File: config.mk
export PLATFORM = sky130hd
export DESIGN_NAME = wb_lfsr_multi
export DESIGN_NICKNAME = d
export VERILOG_FILES = /design/src/rtl/wb_lfsr_multi_pkg.sv /design/src/rtl/wb_lfsr_multi_step.sv /design/src/rtl/wb_lfsr_multi.sv
export SDC_FILE = /design/constraint.sdc
export NUM_CORES = 1
export LEC_CHECK = 0
export CAP_MARGIN = 20
export CORE_UTILIZATION = 65
export DETAILED_ROUTE_END_ITERATION = 8
export PLACE_DENSITY = 0.84
export SYNTH_ARGS = -nofsm -noshare
export SYNTH_HDL_FRONTEND = slang
export SYNTH_SLANG_ARGS = --single-unit
export TNS_END_PERCENT = 50
File: constraint.sdc
create_clock -name i_clk -period 9.2 [get_ports i_clk]
set_input_delay 1.84 -clock i_clk [delete_from_list [all_inputs] [get_ports i_clk]]
set_output_delay 1.84 -clock i_clk [all_outputs]
set_load 0.02 [all_outputs]
File: src/rtl/wb_lfsr_multi_pkg.sv
`default_nettype none
// ============================================================================
// Module   : wb_lfsr_pkg
// Brief    : Register map and CTRL bit positions for the wb_lfsr_multi slave.
// Revision : 1.0 - initial release
// ============================================================================
package wb_lfsr_pkg;

  localparam logic [5:0] ADDR_SEED   = 6'h00;
  localparam logic [5:0] ADDR_TAPS   = 6'h10;
  localparam logic [5:0] ADDR_CTRL   = 6'h20;
  localparam logic [5:0] ADDR_OUT    = 6'h21;
  localparam logic [5:0] ADDR_CNT_LO = 6'h22;
  localparam logic [5:0] ADDR_CNT_HI = 6'h23;
  localparam logic [5:0] ADDR_STAT   = 6'h24;

  localparam int CTRL_RUN  = 0;
  localparam int CTRL_SOR  = 1;
  localparam int CTRL_LOAD = 2;
  localparam int CTRL_STEP = 3;

endpackage
`default_nettype wire

File: src/rtl/wb_lfsr_multi_step.sv
`default_nettype none
// ============================================================================
// Module   : lfsr_step_n
// Brief    : Combinational Fibonacci LFSR advance by N steps, unrolled.
// Revision : 1.0 - initial release
// ============================================================================
module lfsr_step_n #(
  parameter int WIDTH = 32,
  parameter int N     = 1
) (
  input  logic [WIDTH-1:0] i_state,
  input  logic [WIDTH-1:0] i_taps,
  output logic [WIDTH-1:0] o_state
);

  logic [WIDTH-1:0] w_chain [0:N];

  assign w_chain[0] = i_state;

  for (genvar g = 0; g < N; g++) begin : g_step
    assign w_chain[g+1] = {w_chain[g][WIDTH-2:0], ^(w_chain[g] & i_taps)};
  end

  assign o_state = w_chain[N];

endmodule
`default_nettype wire

File: src/rtl/wb_lfsr_multi.sv
`default_nettype none
// ============================================================================
// Module   : wb_lfsr_multi
// Brief    : 8-bit Wishbone slave LFSR with programmable seed/taps, run,
//            single-step and step-on-read modes and a 16-bit step counter.
// Revision : 1.0 - initial release
// ============================================================================
module wb_lfsr_multi
  import wb_lfsr_pkg::*;
#(
  parameter int               WIDTH          = 32,
  parameter logic [WIDTH-1:0] TAPS_RST       = WIDTH'(32'h80200003),
  parameter logic [WIDTH-1:0] SEED_RST       = WIDTH'(1),
  parameter int               STEPS_PER_READ = 8
) (
  input  logic       i_clk,
  input  logic       i_reset,
  input  logic       i_wb_cyc,
  input  logic       i_wb_stb,
  input  logic       i_wb_we,
  input  logic [5:0] i_wb_addr,
  input  logic [7:0] i_wb_data,
  output logic       o_wb_stall,
  output logic       o_wb_ack,
  output logic [7:0] o_wb_data
);

  localparam int          NBYTES = WIDTH / 8;
  localparam logic [15:0] C_SPR  = 16'(STEPS_PER_READ);

  logic [WIDTH-1:0] r_seed;
  logic [WIDTH-1:0] r_taps;
  logic [WIDTH-1:0] r_state;
  logic             r_run;
  logic             r_sor;
  logic [15:0]      r_count;
  logic             r_ack;
  logic [7:0]       r_rdata;

  logic             w_acc;
  logic             w_wr;
  logic             w_rd;
  logic             w_ctrl_wr;
  logic             w_load;
  logic             w_step;
  logic             w_sor_rd;
  logic             w_zero;
  logic [7:0]       w_rdata;
  logic [WIDTH-1:0] w_next_1;
  logic [WIDTH-1:0] w_next_n;

  assign w_acc     = i_wb_cyc & i_wb_stb;
  assign w_wr      = w_acc & i_wb_we;
  assign w_rd      = w_acc & ~i_wb_we;
  assign w_ctrl_wr = w_wr && (i_wb_addr == ADDR_CTRL);
  assign w_load    = w_ctrl_wr & i_wb_data[CTRL_LOAD];
  assign w_step    = w_ctrl_wr & i_wb_data[CTRL_STEP];
  assign w_sor_rd  = w_rd && (i_wb_addr == ADDR_OUT) && r_sor;
  assign w_zero    = (r_state == '0);

  lfsr_step_n #(.WIDTH(WIDTH), .N(1)) u_step_1 (
    .i_state (r_state),
    .i_taps  (r_taps),
    .o_state (w_next_1)
  );

  lfsr_step_n #(.WIDTH(WIDTH), .N(STEPS_PER_READ)) u_step_n (
    .i_state (r_state),
    .i_taps  (r_taps),
    .o_state (w_next_n)
  );

  // Byte-addressed seed/taps; addresses past NBYTES never match.
  always_ff @(posedge i_clk) begin
    if (i_reset) begin
      r_seed <= SEED_RST;
      r_taps <= TAPS_RST;
      r_run  <= 1'b0;
      r_sor  <= 1'b0;
    end else if (w_wr) begin
      for (int k = 0; k < NBYTES; k++) begin
        if (i_wb_addr == 6'(ADDR_SEED + 6'(k))) r_seed[8*k +: 8] <= i_wb_data;
        if (i_wb_addr == 6'(ADDR_TAPS + 6'(k))) r_taps[8*k +: 8] <= i_wb_data;
      end
      if (w_ctrl_wr) begin
        r_run <= i_wb_data[CTRL_RUN];
        r_sor <= i_wb_data[CTRL_SOR];
      end
    end
  end

  always_ff @(posedge i_clk) begin
    if (i_reset) begin
      r_state <= SEED_RST;
      r_count <= 16'h0000;
    end else if (w_load) begin
      r_state <= r_seed;
      r_count <= 16'h0000;
    end else if (w_sor_rd) begin
      r_state <= w_next_n;
      r_count <= r_count + C_SPR;
    end else if (w_step || r_run) begin
      r_state <= w_next_1;
      r_count <= r_count + 16'd1;
    end
  end

  always_comb begin
    w_rdata = 8'h00;
    for (int k = 0; k < NBYTES; k++) begin
      if (i_wb_addr == 6'(ADDR_SEED + 6'(k))) w_rdata = r_seed[8*k +: 8];
      if (i_wb_addr == 6'(ADDR_TAPS + 6'(k))) w_rdata = r_taps[8*k +: 8];
    end
    case (i_wb_addr)
      ADDR_CTRL:   w_rdata = {6'b0, r_sor, r_run};
      ADDR_OUT:    w_rdata = r_state[7:0];
      ADDR_CNT_LO: w_rdata = r_count[7:0];
      ADDR_CNT_HI: w_rdata = r_count[15:8];
      ADDR_STAT:   w_rdata = {6'b0, r_run, w_zero};
      default:     ;
    endcase
  end

  // Read data reflects pre-step state because it samples the comb mux.
  always_ff @(posedge i_clk) begin
    if (i_reset) begin
      r_ack   <= 1'b0;
      r_rdata <= 8'h00;
    end else begin
      r_ack <= w_acc;
      if (w_rd) r_rdata <= w_rdata;
    end
  end

  assign o_wb_stall = 1'b0;
  assign o_wb_ack   = r_ack;
  assign o_wb_data  = r_rdata;

endmodule
`default_nettype wire

### Word level (Yosys, flattened, before mapping)

Cells that the tools add are included.

| operators by class | value |
|---|---|
| add/sub/neg operators | 2 |
| equal/unequal tests | 12 |
| multiplexer cells | 14 |
| bitwise gates (word level) | 14 |
| reduce and logical (&&, ||, !) cells | 26 |

Operators by type and width:

| kind | number |
|---|---|
| $and 32x32->32 | 8 |
| $reduce_xor 32->1 | 8 |
| $mux 32 | 3 |
| $mux 8 | 8 |
| $pmux 8 s5 | 1 |
| $logic_not 32->1 | 1 |
| $mux 16 | 2 |
| $eq 6x6->1 const B | 5 |
| $eq 6x5->1 const B | 4 |
| $reduce_and 2->1 | 9 |
| $add 16x1->16 const B | 1 |
| $add 16x4->16 const B | 1 |
| $eq 6x2->1 const B | 2 |
| $eq 6x1->1 const B | 1 |
| $logic_not 6->1 | 1 |
| $and 1x1->1 | 5 |
| $logic_and 1x1->1 | 3 |
| $reduce_bool 3->1 | 1 |
| $reduce_bool 2->1 | 1 |
| $reduce_or 2->1 | 1 |
| $logic_or 1x1->1 | 1 |
| $not 1->1 | 1 |

| word-level totals | value |
|---|---|
| bits in registers | 123 |
| word-level logic and storage cells | 82 |

### Longest topological paths before layout

Gate-level depths: netlist (run 1).

| depth | value |
|---|---|
| depth after elaboration | 18 |
| depth in mapped cells | 19 |

### By module

Synthesis (run 1) repeated with hierarchy kept, for this count alone.

| unflattened totals | value |
|---|---|
| cell total of the unflattened synthesis | 1417 |
| area total of the unflattened synthesis | 10371.2 µm² |

Modules (own cells, without submodules):

| module | instances | cells an instance | area an instance (µm²) | seq. area each (µm²) |
|---|---|---|---|---|
| wb_lfsr_multi | 1 | 704 | 5880.6 | 2462.4 |
| lfsr_step_n (u_step_n) | 1 | 619 | 3866.2 | 0.0 |
| lfsr_step_n (u_step_1) | 1 | 94 | 624.3 | 0.0 |

### Least setup slack after synthesis (run 1)

No wires, ideal clock.

| path | value |
|---|---|
| path kind | reg2reg |
| start | register r_taps[30] |
| end | register r_state[0] |
| library setup time | 0.122 ns |
| data arrival time | 4.354 ns |
| slack | 4.724 ns |
| stages on the path, launching flop included | 19 |
| period minus slack after synthesis | 4.476 ns |
| path through | dfxtp_1 buf_4 nand2_2 xnor3_1 xnor3_1 xnor3_1 xnor3_2 nor2_1 a211oi_1 or4_4 and2_1 a21oi_1 o221ai_2 xnor2_2 xor3_1 nand3_1 a31o_1 nand3_1 a221o_1 |

| between the ends | value |
|---|---|
| longest elaborated chain between the ends | 18 |

RTL lines:

| what | RTL line | RTL |
|---|---|---|
| from (decl) | wb_lfsr_multi.sv:32 | `logic [WIDTH-1:0] r_taps;` |
| from (signal, indexed assignment) | wb_lfsr_multi.sv:83 | `if (i_wb_addr == 6'(ADDR_TAPS + 6'(k))) r_taps[8*k +: 8] <= i_wb_data;` |
| $and 32x32->32 | wb_lfsr_multi_step.sv:21 | `assign w_chain[g+1] = {w_chain[g][WIDTH-2:0], ^(w_chain[g] & i_taps)};` |
| $reduce_xor 32->1 | wb_lfsr_multi_step.sv:21 |  |
| $and 32x32->32 | wb_lfsr_multi_step.sv:21 |  |
| $reduce_xor 32->1 | wb_lfsr_multi_step.sv:21 |  |
| $and 32x32->32 | wb_lfsr_multi_step.sv:21 |  |
| $reduce_xor 32->1 | wb_lfsr_multi_step.sv:21 |  |
| $and 32x32->32 | wb_lfsr_multi_step.sv:21 |  |
| $reduce_xor 32->1 | wb_lfsr_multi_step.sv:21 |  |
| [... 2 more ...] | -- |  |
| $and 32x32->32 | wb_lfsr_multi_step.sv:21 |  |
| $reduce_xor 32->1 | wb_lfsr_multi_step.sv:21 |  |
| $and 32x32->32 | wb_lfsr_multi_step.sv:21 |  |
| $reduce_xor 32->1 | wb_lfsr_multi_step.sv:21 |  |
| $and 32x32->32 | wb_lfsr_multi_step.sv:21 |  |
| $reduce_xor 32->1 | wb_lfsr_multi_step.sv:21 |  |
| $mux 32 (*) | wb_lfsr_multi.sv:99 | `end else if (w_sor_rd) begin` |
| $mux 32 (*) | wb_lfsr_multi.sv:96 | `end else if (w_load) begin` |
| to (signal assigned) | wb_lfsr_multi.sv:97 | `r_state <= r_seed;` |
| to (signal assigned) | wb_lfsr_multi.sv:100 | `r_state <= w_next_n;` |
| to (signal assigned) | wb_lfsr_multi.sv:103 | `r_state <= w_next_1;` |
| to (decl) | wb_lfsr_multi.sv:33 | `logic [WIDTH-1:0] r_state;` |

Mark *: on every way between the ends. The rest lies on a longest branch, timed or not. The select of a mux whose other input is x is not followed.
A chain may end at the register's enable or synchronous reset.

### Worst setup path after layout (run 1)

| path | value |
|---|---|
| start | register r_state[12] |
| end | register r_state[0] |

| between the ends | value |
|---|---|
| longest elaborated chain between the ends | 18 |

RTL lines:

| what | RTL line |
|---|---|
| $and 32x32->32 | wb_lfsr_multi_step.sv:21 |
| $reduce_xor 32->1 | wb_lfsr_multi_step.sv:21 |
| $and 32x32->32 | wb_lfsr_multi_step.sv:21 |
| $reduce_xor 32->1 | wb_lfsr_multi_step.sv:21 |
| $and 32x32->32 | wb_lfsr_multi_step.sv:21 |
| $reduce_xor 32->1 | wb_lfsr_multi_step.sv:21 |
| $and 32x32->32 | wb_lfsr_multi_step.sv:21 |
| $reduce_xor 32->1 | wb_lfsr_multi_step.sv:21 |
| [... 2 more ...] | -- |
| $and 32x32->32 | wb_lfsr_multi_step.sv:21 |
| $reduce_xor 32->1 | wb_lfsr_multi_step.sv:21 |
| $and 32x32->32 | wb_lfsr_multi_step.sv:21 |
| $reduce_xor 32->1 | wb_lfsr_multi_step.sv:21 |
| $and 32x32->32 | wb_lfsr_multi_step.sv:21 |
| $reduce_xor 32->1 | wb_lfsr_multi_step.sv:21 |
| $mux 32 (*) | wb_lfsr_multi.sv:99 |
| $mux 32 (*) | wb_lfsr_multi.sv:96 |

Marked as above.

==> results of run 1 <==
==> Yosys cell counts (all sizes together), types with 7 or more instances <==
cell	instances	share of area, %
nand2	435	17
xnor2	185	17
dfxtp	123	26
a21oi	102	5.3
nand3	97	5.0
clkbuf	93	3.6
xor2	60	5.4
nor2	49	1.9
o211ai	32	2.5
buf	31	1.6
o21ai	22	1.1
nor3	15	0.78
a221oi	13	1.2
a22oi	13	1.0
a22o	10	0.91
and3	10	0.65
nor4	9	0.58
nand4	8	0.52
a211oi	7	0.54
inv	7	0.27
xnor3	7	1.6
==> area by class of cell <==
cell class | instances | area share, %
clock buffer | 21 | 4.53
clock inverter | 11 | 1.37
inverter | 7 | 0.253
multi-input combinational | 1138 | 64.0
sequential | 123 | 23.7
tap | 184 | 2.22
timing repair buffer | 45 | 3.90
==> tightest hold or removal path: stages, from the launching register on <==
cell and delay (ns):
dfxtp_1 0.32, nand2_1 0.06, a21oi_1 0.05
==> cells by family (layout without fill, tap and decap cells) <==
family	after synthesis	count (layout)	share of synthesized area, %
flip-flops	123	123	25.5
multiplexers	7	7	0.739
buffers and inverters	131	84	5.53
adder cells (fa/ha/maj)	2	2	0.259
AO/OA/AOI/OAI	233	233	15.8
other	1	1	0.0389
AND/OR/NAND/NOR	642	642	27.8
XOR/XNOR	253	253	24.2
==> worst max path at each step <==
stage,from,end,slack [ns],cells past startpoint
after floorplan,r_taps[30],r_state[0],4.72,18
after global placement,i_wb_addr[5],r_count[15],3.87,9
after detailed placement,r_taps[0],r_state[0],3.75,17
after CTS,r_taps[0],r_state[0],3.72,17
after global routing,r_state[12],r_state[0],3.05,17
final,r_state[12],r_state[0],3.49,17
==> registers in the layout (all words and copies together) (netlist names) <==
| name | count |
|---|---|
| r_state | 32 |
| r_count | 16 |
| r_run | 1 |
| r_seed | 32 |
| r_sor | 1 |
| o_wb_data | 8 |
| r_taps | 32 |
| o_wb_ack | 1 |
==> through the flow <==
| step | hold slack, ns | instance area [µm²] | power (mW) |
|---|---|---|---|
| 6_report | 0.470 | 10400 | 1.29 |
| 5_1_grt | 0.503 | 10400 | 1.32 |
| 4_1_cts | 0.469 | 10400 | 1.29 |
| 3_5_place_dp | 0.461 | 9770 | 0.613 |
| 3_3_place_gp | 0.460 | 9760 | 0.613 |
| 2_1_floorplan | 0.445 | 9650 | 0.590 |
==> metal layers <==
layer	GRT usage, %	up-vias
met5	0	-
met4	30.1	0
met3	13.6	262
met2	64.8	887
met1	56.2	4631
li1	-	4538
==> report_power, final <==
part | internal [mW] | total (mW) | switching, mW
clock | 0.446 | 0.690 | 0.244
sequential | 0.535 | 0.539 | 0.00361
combinational | 0.0239 | 0.0654 | 0.0414
==> flow_summary.yaml, run 1 <==
routing:
  ant_nets: 0
  initialDrtViolationCount: 1846
  routed.top_layer: "met4"
  wl_per_cell_um: 22.0
  vias: 10300
  wl_met1_um: 12000
  via_per_inst: 6.75
  wl_um: 33700
  wl_met3_um: 4990
  post-route-drc-count: 0
  first_pass_iters: 9
  wl_met2_um: 13900
setup_path:
  cp_data_required_time_ns: 9.50
  critPathTopFamily: "XOR/XNOR gates"
  r2r_slack_ns: 3.49
  setup.worst_path.class: "reg2reg"
  worstSetupStartpointType: "flip-flop"
  cp_max_fo: 13
  r2r_cells: 17
  slowest_stage: "dfxtp_1"
  path_cells: "nand2_1 -> xor2_1 -> xnor2_1 -> xnor2_1 -> xnor2_1 -> xor2_1 -> nor3_1 -> o31ai_1 -> nand2_1 -> a22oi_1 -> o32ai_2 -> xnor2_1 -> nand3b_1 -> or3b_1 -> nand4_1 -> nand3_1 -> a221o_1"
  cpPeakStageDelay_ns: 0.74
  r2r_start: "r_state[12]"
  endpoint_kind: "flip-flop"
  crit_path_frequent_cell: "xnor2_1"
  cp_data_arrival_time_ns: 6.01
  path_buf_inv: 0
  r2r-end: "r_state[0]"
clock_tree:
  clock_latency_ns: 0.41
  h-tree-depth: 4
  cts_setup_buffers: 0
  hold_buffers: 0
  cts_buffer_depth: 2
  cts_made_buffers: 17
  cts-resized-gates: 0
  cts_sinks: 123
  clockRootBuffer: "clkbuf_16"
  cts_tree: "built"
  path_clk_slew_ns: 0.06
die:
  fp.dieH_um: 124
  rows: 44
  die_area_um2: 15300
  ios: 29
  start_util_pct: 66.4
  die_x_um: 124
  core_um2: 14500
global_route:
  grt_pass1_wl_um: 51200
  grt_pass1_vias: 9197
  track_usage_pct: 44.5
  antenna_found_initial: 0
  grt-ovfl-total: 0
  grt_max_degree: 103
timing:
  worstMarginPinSlew_ns: 1.16
  rsz0062_at_grt: "no"
  setup_ws_ns: 3.49
  period_needed_ns: 5.71
  maxSlewHeadroom_pct: 22.1
  fmax_mhz: 175
  setup_tns_ns: 0
  hold_viol: 0
  min_period_over_period_pct: 62.1
  slew_violations: 0
  skew_ns: 0.00639
  setup_viol: 0
run_status:
  status: "completed"
yosys:
  synth_cells: 1392
  avgSynthCellArea_um2: 6.93
  syn_area_um2: 9650
  yosys_warnings: 0
  synth_fp_nets: 1413
  synthFlopType: "dfxtp_1"
  synth.distinct_cells: 60
  ys_seq_elements: 123
  synthArstFlopShare_pct: 0
  synth_enable_flop_cells: 0
  yosysSeqAreaShare_pct: 25.5
power:
  ir_worst_vdd_uv: 173
  powerDensity_nw_per_um2: 125
  power.leakage_nw: 3.06
hold_path:
  hold_path_startpoint: "r_seed[14]"
  hold_depth: 2
  holdPathEnd: "r_seed[14]"
  hp-class: "reg2reg"
final_layout:
  stdcell_count: 1529
  finalNetCount: 1353
  fin_util_pct: 71.5
  multi_input_area_um2: 6650
  syn_to_final_growth_pct: 7.70
  antennaDiodeCount: 0
  fill_cells: 1233
  seq_area_um2: 2460
  layout_commonest_cell: "nand2_1"
  layout_common_cells: "nand2_1 (434), xnor2_1 (184), dfxtp_1 (123)"
  drive_gt1_share_pct: 4.68
job:
  drv_cap: 0
placement:
  dp_slack_ns: 3.75
  place_congestion: 0.997
  dp_hpwl_um: 21700
  io_buffer_count: 27
  dp_cells: 1496
Note: power is estimated with default switching activity, not from simulation.
==> run 2, diff against run 1 <==
CORE_UTILIZATION = 63   (was 65)
PLACE_DENSITY = 0.81   (was 0.84)
clock period = 5.5 ns   (was 9.2 ns; I/O delays follow)
==> flow_summary.yaml, run 2 (same netlist as run 1, synthesis figures left out) <==
run_status:
  status: "finished with violations"
  violations: "DRC"
final_layout:
  drive_gt1_share_pct: 7.96
  antennaDiodeCount: 0
  syn_to_final_growth_pct: 11.5
  fill_cells: 1187
  layout_common_cells: "nand2_1 (434), xnor2_1 (184), dfxtp_1 (123)"
  stdcell_count: 1578
  fin_util_pct: 72.9
  top_regs: "r_seed: 32 flops, r_state: 32 flops, r_taps: 32 flops"
  finalNetCount: 1402
  layout_commonest_cell: "nand2_1"
die:
  die_area_um2: 15800
  start_util_pct: 65.4
  die_x_um: 126
  ios: 29
  core_um2: 14800
  fp.dieH_um: 126
  rows: 44
global_route:
  grt-ovfl-total: 0
  track_usage_pct: 45.1
  grt_pass1_vias: 9622
  grt_pass1_wl_um: 54800
  antenna_found_initial: 0
  grt_max_degree: 100
timing:
  worstMarginPinSlew_ns: 1.25
  period_needed_ns: 5.19
  maxSlewHeadroom_pct: 16.3
  slew_violations: 0
  rsz0062_at_grt: "no"
  hold_viol: 0
  skew_ns: 0.00823
  setup_tns_ns: 0
  fmax_mhz: 193
  setup_viol: 0
  min_period_over_period_pct: 94.4
setup_path:
  cp_data_arrival_time_ns: 5.50
  endpoint_kind: "flip-flop"
  path_cells: "nand2_1 -> xnor3_1 -> xnor3_1 -> xnor3_1 -> xnor3_2 -> nor2_1 -> a211oi_1 -> o31ai_1 -> nand2_1 -> a22oi_1 -> o32ai_2 -> xnor2_1 -> nand3b_1 -> or3b_1 -> nand4_1 -> nand3_1 -> a221o_1"
  critPathTopFamily: "XOR/XNOR gates"
  cp_max_fo: 19
  path_buf_inv: 0
  cpPeakStageDelay_ns: 0.61
  crit_path_frequent_cell: "xnor3_1"
  slowest_stage: "dfxtp_1"
  cp_data_required_time_ns: 5.81
  setup.worst_path.class: "reg2reg"
  worstSetupStartpointType: "flip-flop"
routing:
  via_per_inst: 6.70
  ant_nets: 0
  post-route-drc-count: 20
  vias: 10600
  wl_per_cell_um: 22.5
  initialDrtViolationCount: 2030
  wl_um: 35500
  first_pass_iters: 9
clock_tree:
  cts_tree: "built"
  cts-resized-gates: 0
  path_clk_slew_ns: 0.06
  cts_setup_buffers: 0
  hold_buffers: 0
  clock_latency_ns: 0.42
  clockRootBuffer: "clkbuf_16"
  cts_sinks: 123
  cts_made_buffers: 17
  cts_buffer_depth: 2
  h-tree-depth: 4
hold_path:
  hp-class: "reg2reg"
power:
  power.leakage_nw: 3.31
  clkPwrFrac_pct: 52.6
  powerDensity_nw_per_um2: 200
  ir_worst_vdd_uv: 280
  p_comb_share_pct: 5.5
  p_int_mw: 1.65
  swShare_pct: 23.1
  power.total_mw: 2.15
  p_seq_share_pct: 41.9
  p_sw_mw: 0.496
job:
  drv_cap: 0
placement:
  dp_hpwl_um: 24500
  dp_cells: 1544
  place_congestion: 1.10
  io_buffer_count: 27
==> run 2: layout make-up <==
cell class / count / area, µm² / area share, %
timing repair buffer: 94 / 783 / 7.28
clock buffer: 23 / 488 / 4.54
sequential: 123 / 2460 / 22.9
clock inverter: 9 / 113 / 1.05
tap: 184 / 230 / 2.14
inverter: 7 / 26.3 / 0.244
multi-input combinational: 1138 / 6650 / 61.9
==> run 2: final timing paths <==
check | startpoint | end | slack [ns] | cells after the start
setup / recovery | r_taps[27] | r_state[0] | 0.31 | 17
hold / removal | r_seed[14] | r_seed[14] | 0.49 | 2
setup reg to reg | r_taps[27] | r_state[0] | 0.31 | 17
hold reg to reg | r_seed[14] | r_seed[14] | 0.49 | 2
==> run 2: worst register-to-register path: cells and delay by family, from the launching register on <==
kind | cells | cell delay (ns)
DFF | 1 | 0.61
and+or+nand+nor | 7 | 1.29
xor gates and xnor gates | 5 | 1.92
AOI/OAI and AO/OA | 5 | 1.26
==> run 2: metrics by stage <==
| step | hold WS (ns) | area [µm²] | setup slack [ns] |
|---|---|---|---|
| 2_1_floorplan | 0.445 | 9650 | 1.02 |
| 5_1_grt | 0.510 | 10800 | 0.0282 |
| 6_report | 0.493 | 10800 | 0.310 |
| 3_5_place_dp | 0.477 | 10100 | 0.445 |
| 4_1_cts | 0.484 | 10700 | 0.391 |
| 3_3_place_gp | 0.467 | 10100 | 0.516 |
==> run 2: routing by layer <==
metal / vias to the layer above / global-route usage, % / wire [µm]
li1: 4648 / - / -
met1: 4786 / 57.6 / 13000
met2: 921 / 69.5 / 15200
met3: 215 / 9.90 / 4860
met4: 0 / 27.9 / 2440
met5: - / 0 / 0
==> run 2: power groups by stage <==
stage	clock, mW	combinational [mW]	sequential (mW)
4_1_cts	1.13	0.113	0.899
2_1_floorplan	0	0.0661	0.921
3_3_place_gp	0	0.111	0.918
5_1_grt	1.17	0.123	0.899
3_5_place_dp	0	0.112	0.918
6_report	1.13	0.118	0.899
==> patch, RTL diff (config.mk and constraints of run 2) <==
Reset style: asynchronous (`i_reset`), changed in 3 clocked blocks.
--- a/src/rtl/wb_lfsr_multi.sv
+++ b/src/rtl/wb_lfsr_multi.sv
@@ -73,3 +73,3 @@
   // Byte-addressed seed/taps; addresses past NBYTES never match.
-  always_ff @(posedge i_clk) begin
+  always_ff @(posedge i_clk or posedge i_reset) begin
     if (i_reset) begin
@@ -91,3 +91,3 @@
 
-  always_ff @(posedge i_clk) begin
+  always_ff @(posedge i_clk or posedge i_reset) begin
     if (i_reset) begin
@@ -124,3 +124,3 @@
   // Read data reflects pre-step state because it samples the comb mux.
-  always_ff @(posedge i_clk) begin
+  always_ff @(posedge i_clk or posedge i_reset) begin
     if (i_reset) begin
Behaviour: differs if i_reset is asserted again (counterexample within 4 cycles, from zero or initial values and one cycle with i_reset high); with i_reset held inactive, the same outputs for 4 cycles.
==> patch against run 2 <==
  * The run still ends with design-rule violations left
  * Area after synthesis rose by 1.6%
  * Utilization decreased by 0.39 points
  * Setup slack better by 0.14 ns
  * Final area rose by 2.5%
  * Sequential cell count is the same
  * Global-route usage increased by 0.45 points
  * Wire length barely moved
  * Critical endpoint is now r_state[0]$_DFFE_PP1P_
  * Largest cell class unchanged
Power is not compared: it rests on default switching activity, and its combinational part moved more than twofold at a synthesized area within 25%.
==> patch: results (changes against run 2) <==
stage,metric,value,unit,change
critical_path,WP data arrival,5.40,ns,-0.10 ns
yosys,Synth cell types,65,,+8.3%
sta,Worst Tran Pin Value,1.199,ns,-0.04740 ns
finish,Layout non-clock buf frac,6.947,%,-0.34 points
min_path,hold endpoint,o_wb_data[3]$_DFFE_PP0P_,,
finish,Clock-cell share,5.358,%,-0.23 points
global_route,initial antenna violation count,1,,+1
place,HPWL Detailed,24500,um,+0.12%
die,die area,16050,um^2,+1.5%
finish,Fill cells,1181,,-0.51%
yosys,Post-Synth Adder-Cell Area,0.2554,%,-0.0040 points
place,placed cells,1383,,-10%
critical_path,r2r setup slk,0.45,ns,+0.14 ns
critical_path,Reg-to-Reg Start,r_state[14]$_DFFE_PP0P_,,
place,Placement Setup Slack,0.5626,ns,+0.1179 ns
yosys,most common flop cell mapped by yosys,dfrtp_1,,
detailed_routing,Routed WL,35490,um,about the same
global_route,vias in the first global route,9140,,-5.0%
outcome,failing checks,design-rule violations,,
detailed_routing,1st-iter DRT viols,1710,,-16%
yosys,"Seq/Total Area, Yosys",31.49,%,+6.0 points
place,GPL Wtd Cong,1.046,,-4.5%
detailed_routing,drc violations,11,,-45%
critical_path,R2R cell count,18,,+1
global_route,largest net degree at the start of global routing,45,,-55%
finish,P&R area growth vs syn,12.52,%,
finish,area of the multi-input gates,6299,um^2,-5.3%
outcome,status,finished with violations,,
critical_path,critical path's top delay family,simple AND/OR/NAND/NOR gates,,
detailed_routing,via density per instance,6.854,,+2.3%
yosys,Commonest cells post-synth,"nand2_1, xnor2_1, dfrtp_1, clkbuf_1, mux2_2",,
place,Area after DPL,10430,um^2,+2.9%
sta,clock skew,0.006271,ns,-0.001958 ns
yosys,Synth Area in Compound Gates,13.42,%,-2.4 points
critical_path,"Slowest-stage cell, CP",dfrtp_1,,
yosys,Synth Area in XOR/XNOR,21.94,%,-2.3 points
min_path,hold path start,o_wb_data[3]$_DFFE_PP0P_,,
sta,final clock period utilization by the worst path,91.86,%,-2.5 points
sta,WHS,0.4971,ns,+0.003756 ns
finish,Seq/total area,27.99,%,+5.1 points
global_route,first-pass GRT wire length,53870,um,-1.6%
yosys,syn_nets,1218,,-14%
finish,Inverters excl. clock,12,,+5
finish,Non-CTS buffers,93,,-1.1%
yosys,"Avg Cell Area, Syn",8.185,um^2,+18%
finish,sequential cell count,123,,unchanged
patch: cell types whose count changed after synthesis, moves of 15 or more:
cell      before  now
a21oi_1      102   28
a222oi_1       5   21
a22oi_1       13   33
a31oi_1        2   18
buf_2         24    9
dfrtp_1        0  117
dfxtp_1      123    0
mux2_2         1   66
nand2_1      434  322
nand3_1       97   15
o211ai_1      32    1
patch: metal layers:
| metal | track usage (%) | routed length, um | vias up | share of wire (%) |
|---|---|---|---|---|
| li1 | - | - | 4112 | - |
| met1 | 58.45 | 12860 | 4544 | 36 |
| met2 | 69.06 | 15240 | 830 | 43 |
| met3 | 11.98 | 4862 | 213 | 14 |
| met4 | 28.01 | 2529 | 0 | 7.1 |
| met5 | 0 | 0 | - | 0 |
patch: power by group through the flow:
stage	sequential [mW]	clock (mW)	combinational [mW]
floorplan	1.16	0	1.36
global placement	1.30	0	1.85
detailed placement	1.31	0	1.86
CTS	1.29	1.12	1.87
global route	1.32	1.16	2.06
finish	1.32	1.11	1.94
